**src/rtl/add_path_arbiter_if.sv**
```systemverilog
// add_path_arbiter_if
//   Bundles the requester-facing and datapath-facing signals of
//   add_path_arbiter.
//   master : arbiter view (drives grants, results and the datapath controls)
//   slave  : environment view (requesters plus the Add_Path datapath)
//   Requester side : req[1:0], sign0/1, mat_A0/B0/A1/B1 (64b),
//                    gnt[1:0], done[1:0], result (160b), err
//   Datapath side  : path_mat_A/B (64b), path_sign, path_add_en, path_rst,
//                    path_mat_out (160b), path_finish
interface add_path_arbiter_if;
   logic [1:0]   req;
   logic         sign0;
   logic         sign1;
   logic [63:0]  mat_A0;
   logic [63:0]  mat_B0;
   logic [63:0]  mat_A1;
   logic [63:0]  mat_B1;
   logic [1:0]   gnt;
   logic [1:0]   done;
   logic [159:0] result;
   logic         err;
   logic [63:0]  path_mat_A;
   logic [63:0]  path_mat_B;
   logic         path_sign;
   logic         path_add_en;
   logic         path_rst;
   logic [159:0] path_mat_out;
   logic         path_finish;

   modport master (
      input  req, sign0, sign1, mat_A0, mat_B0, mat_A1, mat_B1,
      input  path_mat_out, path_finish,
      output gnt, done, result, err,
      output path_mat_A, path_mat_B, path_sign, path_add_en, path_rst
   );

   modport slave (
      output req, sign0, sign1, mat_A0, mat_B0, mat_A1, mat_B1,
      output path_mat_out, path_finish,
      input  gnt, done, result, err,
      input  path_mat_A, path_mat_B, path_sign, path_add_en, path_rst
   );
endinterface

```
**src/rtl/add_path_arbiter.sv**
```systemverilog
// add_path_arbiter
//   Shares one Add_Path 4x4 matrix add/subtract datapath between two
//   requesters. Round-robin arbitration, operand/sign latching, datapath
//   clear + start, wait for finish, result capture and a one-cycle done.
//
//   Ports:
//     clk  : sole clock, rising edge
//     rst  : synchronous reset, active-low
//     bus  : add_path_arbiter_if.master (requester and datapath signals)
//
//   Parameter:
//     TIMEOUT_CYCLES : WAIT cycles before abort (only with the timeout build)
//
//   Build option:
//     ADD_ARB_TIMEOUT_EN : when defined, a WAIT down-counter aborts a stuck
//                          operation with done + err; otherwise WAIT holds
//                          until path_finish and err is tied low.
//
//   state | meaning
//   ------+----------------------------------------------------------
//   IDLE  | sample req, pick winner, latch its operands and sign
//   CLR   | path_rst high for one cycle, grant asserted
//   START | path_add_en high for one cycle
//   WAIT  | wait for path_finish, capture path_mat_out
//   DONE  | done pulse to winner, update round-robin pointer
module add_path_arbiter #(
   parameter int unsigned TIMEOUT_CYCLES = 8
) (
   input  logic                clk,
   input  logic                rst,
   add_path_arbiter_if.master  bus
);

   typedef enum logic [2:0] {
      ST_IDLE  = 3'd0,
      ST_CLR   = 3'd1,
      ST_START = 3'd2,
      ST_WAIT  = 3'd3,
      ST_DONE  = 3'd4
   } state_t;

   state_t        state_q;
   state_t        state_d;
   logic          pick;
   logic          winner_q;
   logic          last_gnt_q;
   logic [63:0]   path_a_q;
   logic [63:0]   path_b_q;
   logic          path_sign_q;
   logic [159:0]  result_q;
   logic          wait_abort;
   logic [1:0]    winner_onehot;

   if (TIMEOUT_CYCLES == 0) begin : g_bad_timeout
      $error("TIMEOUT_CYCLES must be at least 1");
   end

`ifdef ADD_ARB_TIMEOUT_EN
   localparam int unsigned TMO_W = (TIMEOUT_CYCLES > 1) ? $clog2(TIMEOUT_CYCLES) : 1;

   logic [TMO_W-1:0] tmo_cnt_q;
   logic             timed_out_q;

   // Loaded in START so the first WAIT cycle sees TIMEOUT_CYCLES-1; the
   // terminal count is therefore reached in the last allowed WAIT cycle.
   always_ff @(posedge clk) begin
      if (!rst) begin
         tmo_cnt_q   <= '0;
         timed_out_q <= 1'b0;
      end else if (state_q == ST_START) begin
         tmo_cnt_q   <= TMO_W'(TIMEOUT_CYCLES - 1);
         timed_out_q <= 1'b0;
      end else if (state_q == ST_WAIT) begin
         if (!bus.path_finish && (tmo_cnt_q == '0)) begin
            timed_out_q <= 1'b1;
         end else begin
            tmo_cnt_q <= tmo_cnt_q - TMO_W'(1);
         end
      end
   end

   // finish has priority over the terminal count
   assign wait_abort = (tmo_cnt_q == '0) && !bus.path_finish;
   assign bus.err    = (state_q == ST_DONE) && timed_out_q;
`else
   assign wait_abort = 1'b0;
   assign bus.err    = 1'b0;
`endif

   // Single request wins outright; on a tie the side not served last wins.
   always_comb begin
      pick = 1'b0;
      case (bus.req)
         2'b10:   pick = 1'b1;
         2'b11:   pick = ~last_gnt_q;
         default: pick = 1'b0;
      endcase
   end

   always_ff @(posedge clk) begin
      if (!rst) begin
         state_q <= ST_IDLE;
      end else begin
         state_q <= state_d;
      end
   end

   always_comb begin
      state_d = state_q;
      case (state_q)
         ST_IDLE:  if (|bus.req) state_d = ST_CLR;
         ST_CLR:   state_d = ST_START;
         ST_START: state_d = ST_WAIT;
         ST_WAIT:  if (bus.path_finish || wait_abort) state_d = ST_DONE;
         ST_DONE:  state_d = ST_IDLE;
         default:  state_d = ST_IDLE;
      endcase
   end

   always_ff @(posedge clk) begin
      if (!rst) begin
         winner_q    <= 1'b0;
         last_gnt_q  <= 1'b1;
         path_a_q    <= '0;
         path_b_q    <= '0;
         path_sign_q <= 1'b0;
         result_q    <= '0;
      end else begin
         if ((state_q == ST_IDLE) && (|bus.req)) begin
            winner_q    <= pick;
            path_a_q    <= pick ? bus.mat_A1 : bus.mat_A0;
            path_b_q    <= pick ? bus.mat_B1 : bus.mat_B0;
            path_sign_q <= pick ? bus.sign1  : bus.sign0;
         end
         if ((state_q == ST_WAIT) && bus.path_finish) begin
            result_q <= bus.path_mat_out;
         end
         if (state_q == ST_DONE) begin
            last_gnt_q <= winner_q;
         end
      end
   end

   assign winner_onehot   = winner_q ? 2'b10 : 2'b01;
   assign bus.gnt         = (state_q != ST_IDLE) ? winner_onehot : 2'b00;
   assign bus.done        = (state_q == ST_DONE) ? winner_onehot : 2'b00;
   assign bus.result      = result_q;
   assign bus.path_mat_A  = path_a_q;
   assign bus.path_mat_B  = path_b_q;
   assign bus.path_sign   = path_sign_q;
   assign bus.path_add_en = (state_q == ST_START);
   // Keep the datapath in reset for as long as the arbiter itself is.
   assign bus.path_rst    = ~rst | (state_q == ST_CLR);

endmodule
```
**src/flat_wrapper.sv**
```systemverilog
// flat-port wrapper written by rule: the top's interface ports become plain ports
module add_path_arbiter_flat 
#(
   parameter int unsigned TIMEOUT_CYCLES = 8
)
  (clk, rst, bus_req, bus_sign0, bus_sign1, bus_mat_A0, bus_mat_B0, bus_mat_A1, bus_mat_B1, bus_path_mat_out, bus_path_finish, bus_gnt, bus_done, bus_result, bus_err, bus_path_mat_A, bus_path_mat_B, bus_path_sign, bus_path_add_en, bus_path_rst);
  add_path_arbiter_if bus_i ();
  input  logic clk;
  input  logic rst;
  input wire logic [$bits(bus_i.req)-1:0] bus_req;
  input wire logic [$bits(bus_i.sign0)-1:0] bus_sign0;
  input wire logic [$bits(bus_i.sign1)-1:0] bus_sign1;
  input wire logic [$bits(bus_i.mat_A0)-1:0] bus_mat_A0;
  input wire logic [$bits(bus_i.mat_B0)-1:0] bus_mat_B0;
  input wire logic [$bits(bus_i.mat_A1)-1:0] bus_mat_A1;
  input wire logic [$bits(bus_i.mat_B1)-1:0] bus_mat_B1;
  input wire logic [$bits(bus_i.path_mat_out)-1:0] bus_path_mat_out;
  input wire logic [$bits(bus_i.path_finish)-1:0] bus_path_finish;
  output wire logic [$bits(bus_i.gnt)-1:0] bus_gnt;
  output wire logic [$bits(bus_i.done)-1:0] bus_done;
  output wire logic [$bits(bus_i.result)-1:0] bus_result;
  output wire logic [$bits(bus_i.err)-1:0] bus_err;
  output wire logic [$bits(bus_i.path_mat_A)-1:0] bus_path_mat_A;
  output wire logic [$bits(bus_i.path_mat_B)-1:0] bus_path_mat_B;
  output wire logic [$bits(bus_i.path_sign)-1:0] bus_path_sign;
  output wire logic [$bits(bus_i.path_add_en)-1:0] bus_path_add_en;
  output wire logic [$bits(bus_i.path_rst)-1:0] bus_path_rst;
  assign bus_i.req = bus_req;
  assign bus_i.sign0 = bus_sign0;
  assign bus_i.sign1 = bus_sign1;
  assign bus_i.mat_A0 = bus_mat_A0;
  assign bus_i.mat_B0 = bus_mat_B0;
  assign bus_i.mat_A1 = bus_mat_A1;
  assign bus_i.mat_B1 = bus_mat_B1;
  assign bus_i.path_mat_out = bus_path_mat_out;
  assign bus_i.path_finish = bus_path_finish;
  assign bus_gnt = bus_i.gnt;
  assign bus_done = bus_i.done;
  assign bus_result = bus_i.result;
  assign bus_err = bus_i.err;
  assign bus_path_mat_A = bus_i.path_mat_A;
  assign bus_path_mat_B = bus_i.path_mat_B;
  assign bus_path_sign = bus_i.path_sign;
  assign bus_path_add_en = bus_i.path_add_en;
  assign bus_path_rst = bus_i.path_rst;
  add_path_arbiter #(.TIMEOUT_CYCLES(TIMEOUT_CYCLES)) u_core (.clk(clk), .rst(rst), .bus(bus_i));
endmodule
```
**config.mk**
```make
export PLATFORM = sky130hd
export DESIGN_NAME = add_path_arbiter_flat
export DESIGN_NICKNAME = d
export VERILOG_FILES = /design/src/rtl/add_path_arbiter_if.sv /design/src/rtl/add_path_arbiter.sv /design/src/flat_wrapper.sv
export SDC_FILE = /design/constraint.sdc
export NUM_CORES = 1
export LEC_CHECK = 0
export ABC_AREA = 0
export ABC_CLOCK_PERIOD_IN_PS = 1900
export CAP_MARGIN = 10
export CORE_AREA = 2 2 279 281
export CTS_CLUSTER_SIZE = 40
export DETAILED_ROUTE_END_ITERATION = 10
export DIE_AREA = 0 0 281 283
export DONT_BUFFER_PORTS = 1
export GPL_TIMING_DRIVEN = 0
export HOLD_SLACK_MARGIN = 0.12
export SKIP_CTS_REPAIR_TIMING = 1
export SYNTH_ARGS = -nofsm -noshare
export SYNTH_HDL_FRONTEND = slang
export SYNTH_SLANG_ARGS = --single-unit
```
**constraint.sdc**
```tcl
create_clock -name clk -period 1.9 [get_ports clk]
set_clock_uncertainty 0.05 [all_clocks]
set_input_delay 0.38 -clock clk [delete_from_list [all_inputs] [get_ports clk]]
set_output_delay 0.38 -clock clk [all_outputs]
set_load 0.03 [all_outputs]
```
==> results.cfg <==
[status]
outcome = complete, but fails checks
violations = negative setup slack

[global_route]
grt_pass1_wl_mm = 87.0
grt_overflow = 0
grt_use_total = 0.157
grt_pass1_vias = 10700
grt_max_degree = 14
antenna_found_initial = 24

[synthesis]
yosysTopAreaCellShare = 0.500
synthTopCellsByArea = dfxtp_1, a222oi_1, nand2_1
ys_seq_area_frac = 0.500
ys.flop_type = dfxtp_1
synth_edf_count = 0
synth_seq_cells = 294
yosysTopAreaCell = dfxtp_1
yosys_warnings = 0
yosys.cell_count.top_type = dfxtp_1
synthCells = 1448
syn_avg_cell_area_sq_um = 8.14
synth_nets = 1871
netlist_area_sq_um = 11800
synthArstFlopShare = 0
synth.distinct_cells = 29
synthTopCellsByCount = dfxtp_1, nand2_1, inv_1, nand3_1, o21ai_0

[route]
dr.pass1.iters = 9
vias = 13500
totalWireLength_mm = 74.6
dr.first_iter.drc_count = 1348
ant_nets = 0
wl_per_cell_um = 24.9
drc = 0
viasPerCell = 4.50

[layout]
seqCellArea_sq_um = 5900
drive_gt1_frac = 0.0770
post-route-util = 0.244
fillCellCount = 8102
multi_input_area_sq_um = 4200
fin_nets = 2334
area_growth_pct = 58.8

[pwr]
switching_share = 0.329
p_clk_frac = 0.402
p_total_mw = 18.4
p_int_mw = 12.3
net-switching-power_mw = 6.05
leakagePower_nw = 7.72
seqPwrFrac = 0.459
p_comb_frac = 0.139
power_per_cell_area_nw_per_um2 = 982
vdd_drop_max_uv = 575

[worst_setup_path]
cp_max_fo = 10
worstPathArrival_ns = 1.51
cp-start-kind = primary input
ff2ff_setup_slack_ns = 0.03
crit_path_start = rst
critical_path_class = primary input to primary output
endpoint_kind = primary output
crit_end = bus_path_rst
cp.required_ns = 1.47
r2r_cells = 5
r2r-end = u_core.bus.result[53]$_SDFFE_PN0P_
r2r_start = u_core.state_q[2]$_SDFFE_PN0P_

[clock_tree]
clk-insertion-delay-late_ns = 0.54
cts_htree_levels = 2
clk_pin_slew_ns = 0.06
cts_tree = yes
cts_sinks = 294
cts_buffer_depth = 3
cts_buffers = 35
cts-root-buf = clkbuf_16

[timing]
setup_ws_ns = -0.0363
setup_violations = 1
fin_tns_setup_ns = -0.0363
finalHoldViolCount = 0
slew_viol_final = 0
finalCriticalPeriod_ns = 1.94
period_share = 1.02
worst_slew_pin_slew_ns = 0.863
max_freq_mhz = 516
rsz0062_at_grt = true
hold_slack_ns = 0.181
slew_headroom = 0.424

[placement]
io_buffer_count = 0
gp_congestion = 0.946
place_ws_ns = -1.66
hpwl_mm = 53.9

[min_path]
worstHoldPathType = primary input to register

[floorplanning]
die-height_um = 283
core_sq_um = 76700
fp.dieW_um = 281
initial_core_util = 0.154
placementRows = 102
ioPinCount = 719
dieArea_sq_um = 79500

[job]
drv_cap = 0
-- final cells by class --
class,count,share of cell area
Sequential cell,294,0.315
Inverter,260,0.0522
Timing Repair Buffer,426,0.228
Antenna cell,25,0.00334
Clock inverter,15,0.0130
Tap cell,1040,0.0696
Buffer,129,0.0429
Clock buffer,46,0.0517
Multi-Input combinational cell,765,0.224
-- worst max-delay path: stages --
cell and delay (ns):
buf_6 0.25, buf_4 0.32, buf_4 0.32, o21ai_4 0.20
-- power by group through the flow --
stage                     registers (mW)  logic, mW  clock network [mW]
after floorplan                     8.11       1.15                   0
after global placement              8.59       1.64                   0
after detailed placement            8.59       1.67                   0
after CTS                           8.46       1.68                7.48
after global routing                8.50       2.71                7.72
final                               8.43       2.56                7.38
-- how the worst min path moves through the flow --
stage	from	cells past startpoint	to	slack [ns]
6_report	bus_req[0]	3	u_core.state_q[0]$_SDFFE_PN0P_	0.18
5_1_grt	bus_req[0]	3	u_core.state_q[0]$_SDFFE_PN0P_	0.16
4_1_cts	bus_path_mat_out[131]	2	u_core.bus.result[131]$_SDFFE_PN0P_	-0.14
3_5_place_dp	u_core.last_gnt_q$_SDFFE_PN1N_	1	u_core.last_gnt_q$_SDFFE_PN1N_	0.42
3_3_place_gp	u_core.last_gnt_q$_SDFFE_PN1N_	1	u_core.last_gnt_q$_SDFFE_PN1N_	0.42
2_1_floorplan	u_core.last_gnt_q$_SDFFE_PN1N_	1	u_core.last_gnt_q$_SDFFE_PN1N_	0.40
-- sequential cells by signal, indices dropped and copies added, names as in the netlist --
register,count
u_core.last_gnt_q,1
u_core.state_q,3
u_core.winner_q,1
u_core.bus.result,160
u_core.bus.path_sign,1
u_core.bus.path_mat_B,64
u_core.bus.path_mat_A,64
-- layer usage --
metal | share of wire | GRT usage | up-vias | routed length, um
li1 | - | - | 5846 | -
met1 | 0.35 | 0.157 | 6328 | 25800
met2 | 0.49 | 0.283 | 1080 | 36500
met3 | 0.10 | 0.0575 | 252 | 7660
met4 | 0.062 | 0.0806 | 0 | 4610
met5 | 0 | 0 | - | 0
-- stage by stage --
step,area (sq um),std cells
detailed placement,13100,2490
finish,18700,3000
global placement,13100,2488
floorplan,11800,1448
global route,18700,2998
CTS,14300,2551
-- cells by family (layout without fill, tap and decap cells) --
kind of cell / count (synthesis) / after routing / share of synthesized area
and+or+nand+nor: 468 / 468 / 0.171
buffers and inverters: 389 / 876 / 0.148
AOI/OAI and AO/OA: 296 / 296 / 0.182
DFF: 294 / 294 / 0.500
other: 1 / 26 / 0.000318
-- cells in the final DEF, fill, tap and decap left out, drive strengths merged --
cell / count
and2b: 1
a222oi: 128
inv: 264
nor3: 3
and3: 4
clkinv: 5
bufinv: 6
a22oi: 1
nor3b: 1
nand2: 291
nor4: 1
a211o: 1
nor2: 4
diode: 25
conb: 1
nand3: 160
dfxtp: 294
clkbuf: 109
nand4b: 1
buf: 72
a21boi: 1
o22ai: 1
nand2b: 2
dlygate4sd3: 420
a221oi: 1
o21a: 2
o21ai: 161
No activity file was read; power rests on OpenSTA's default activity.
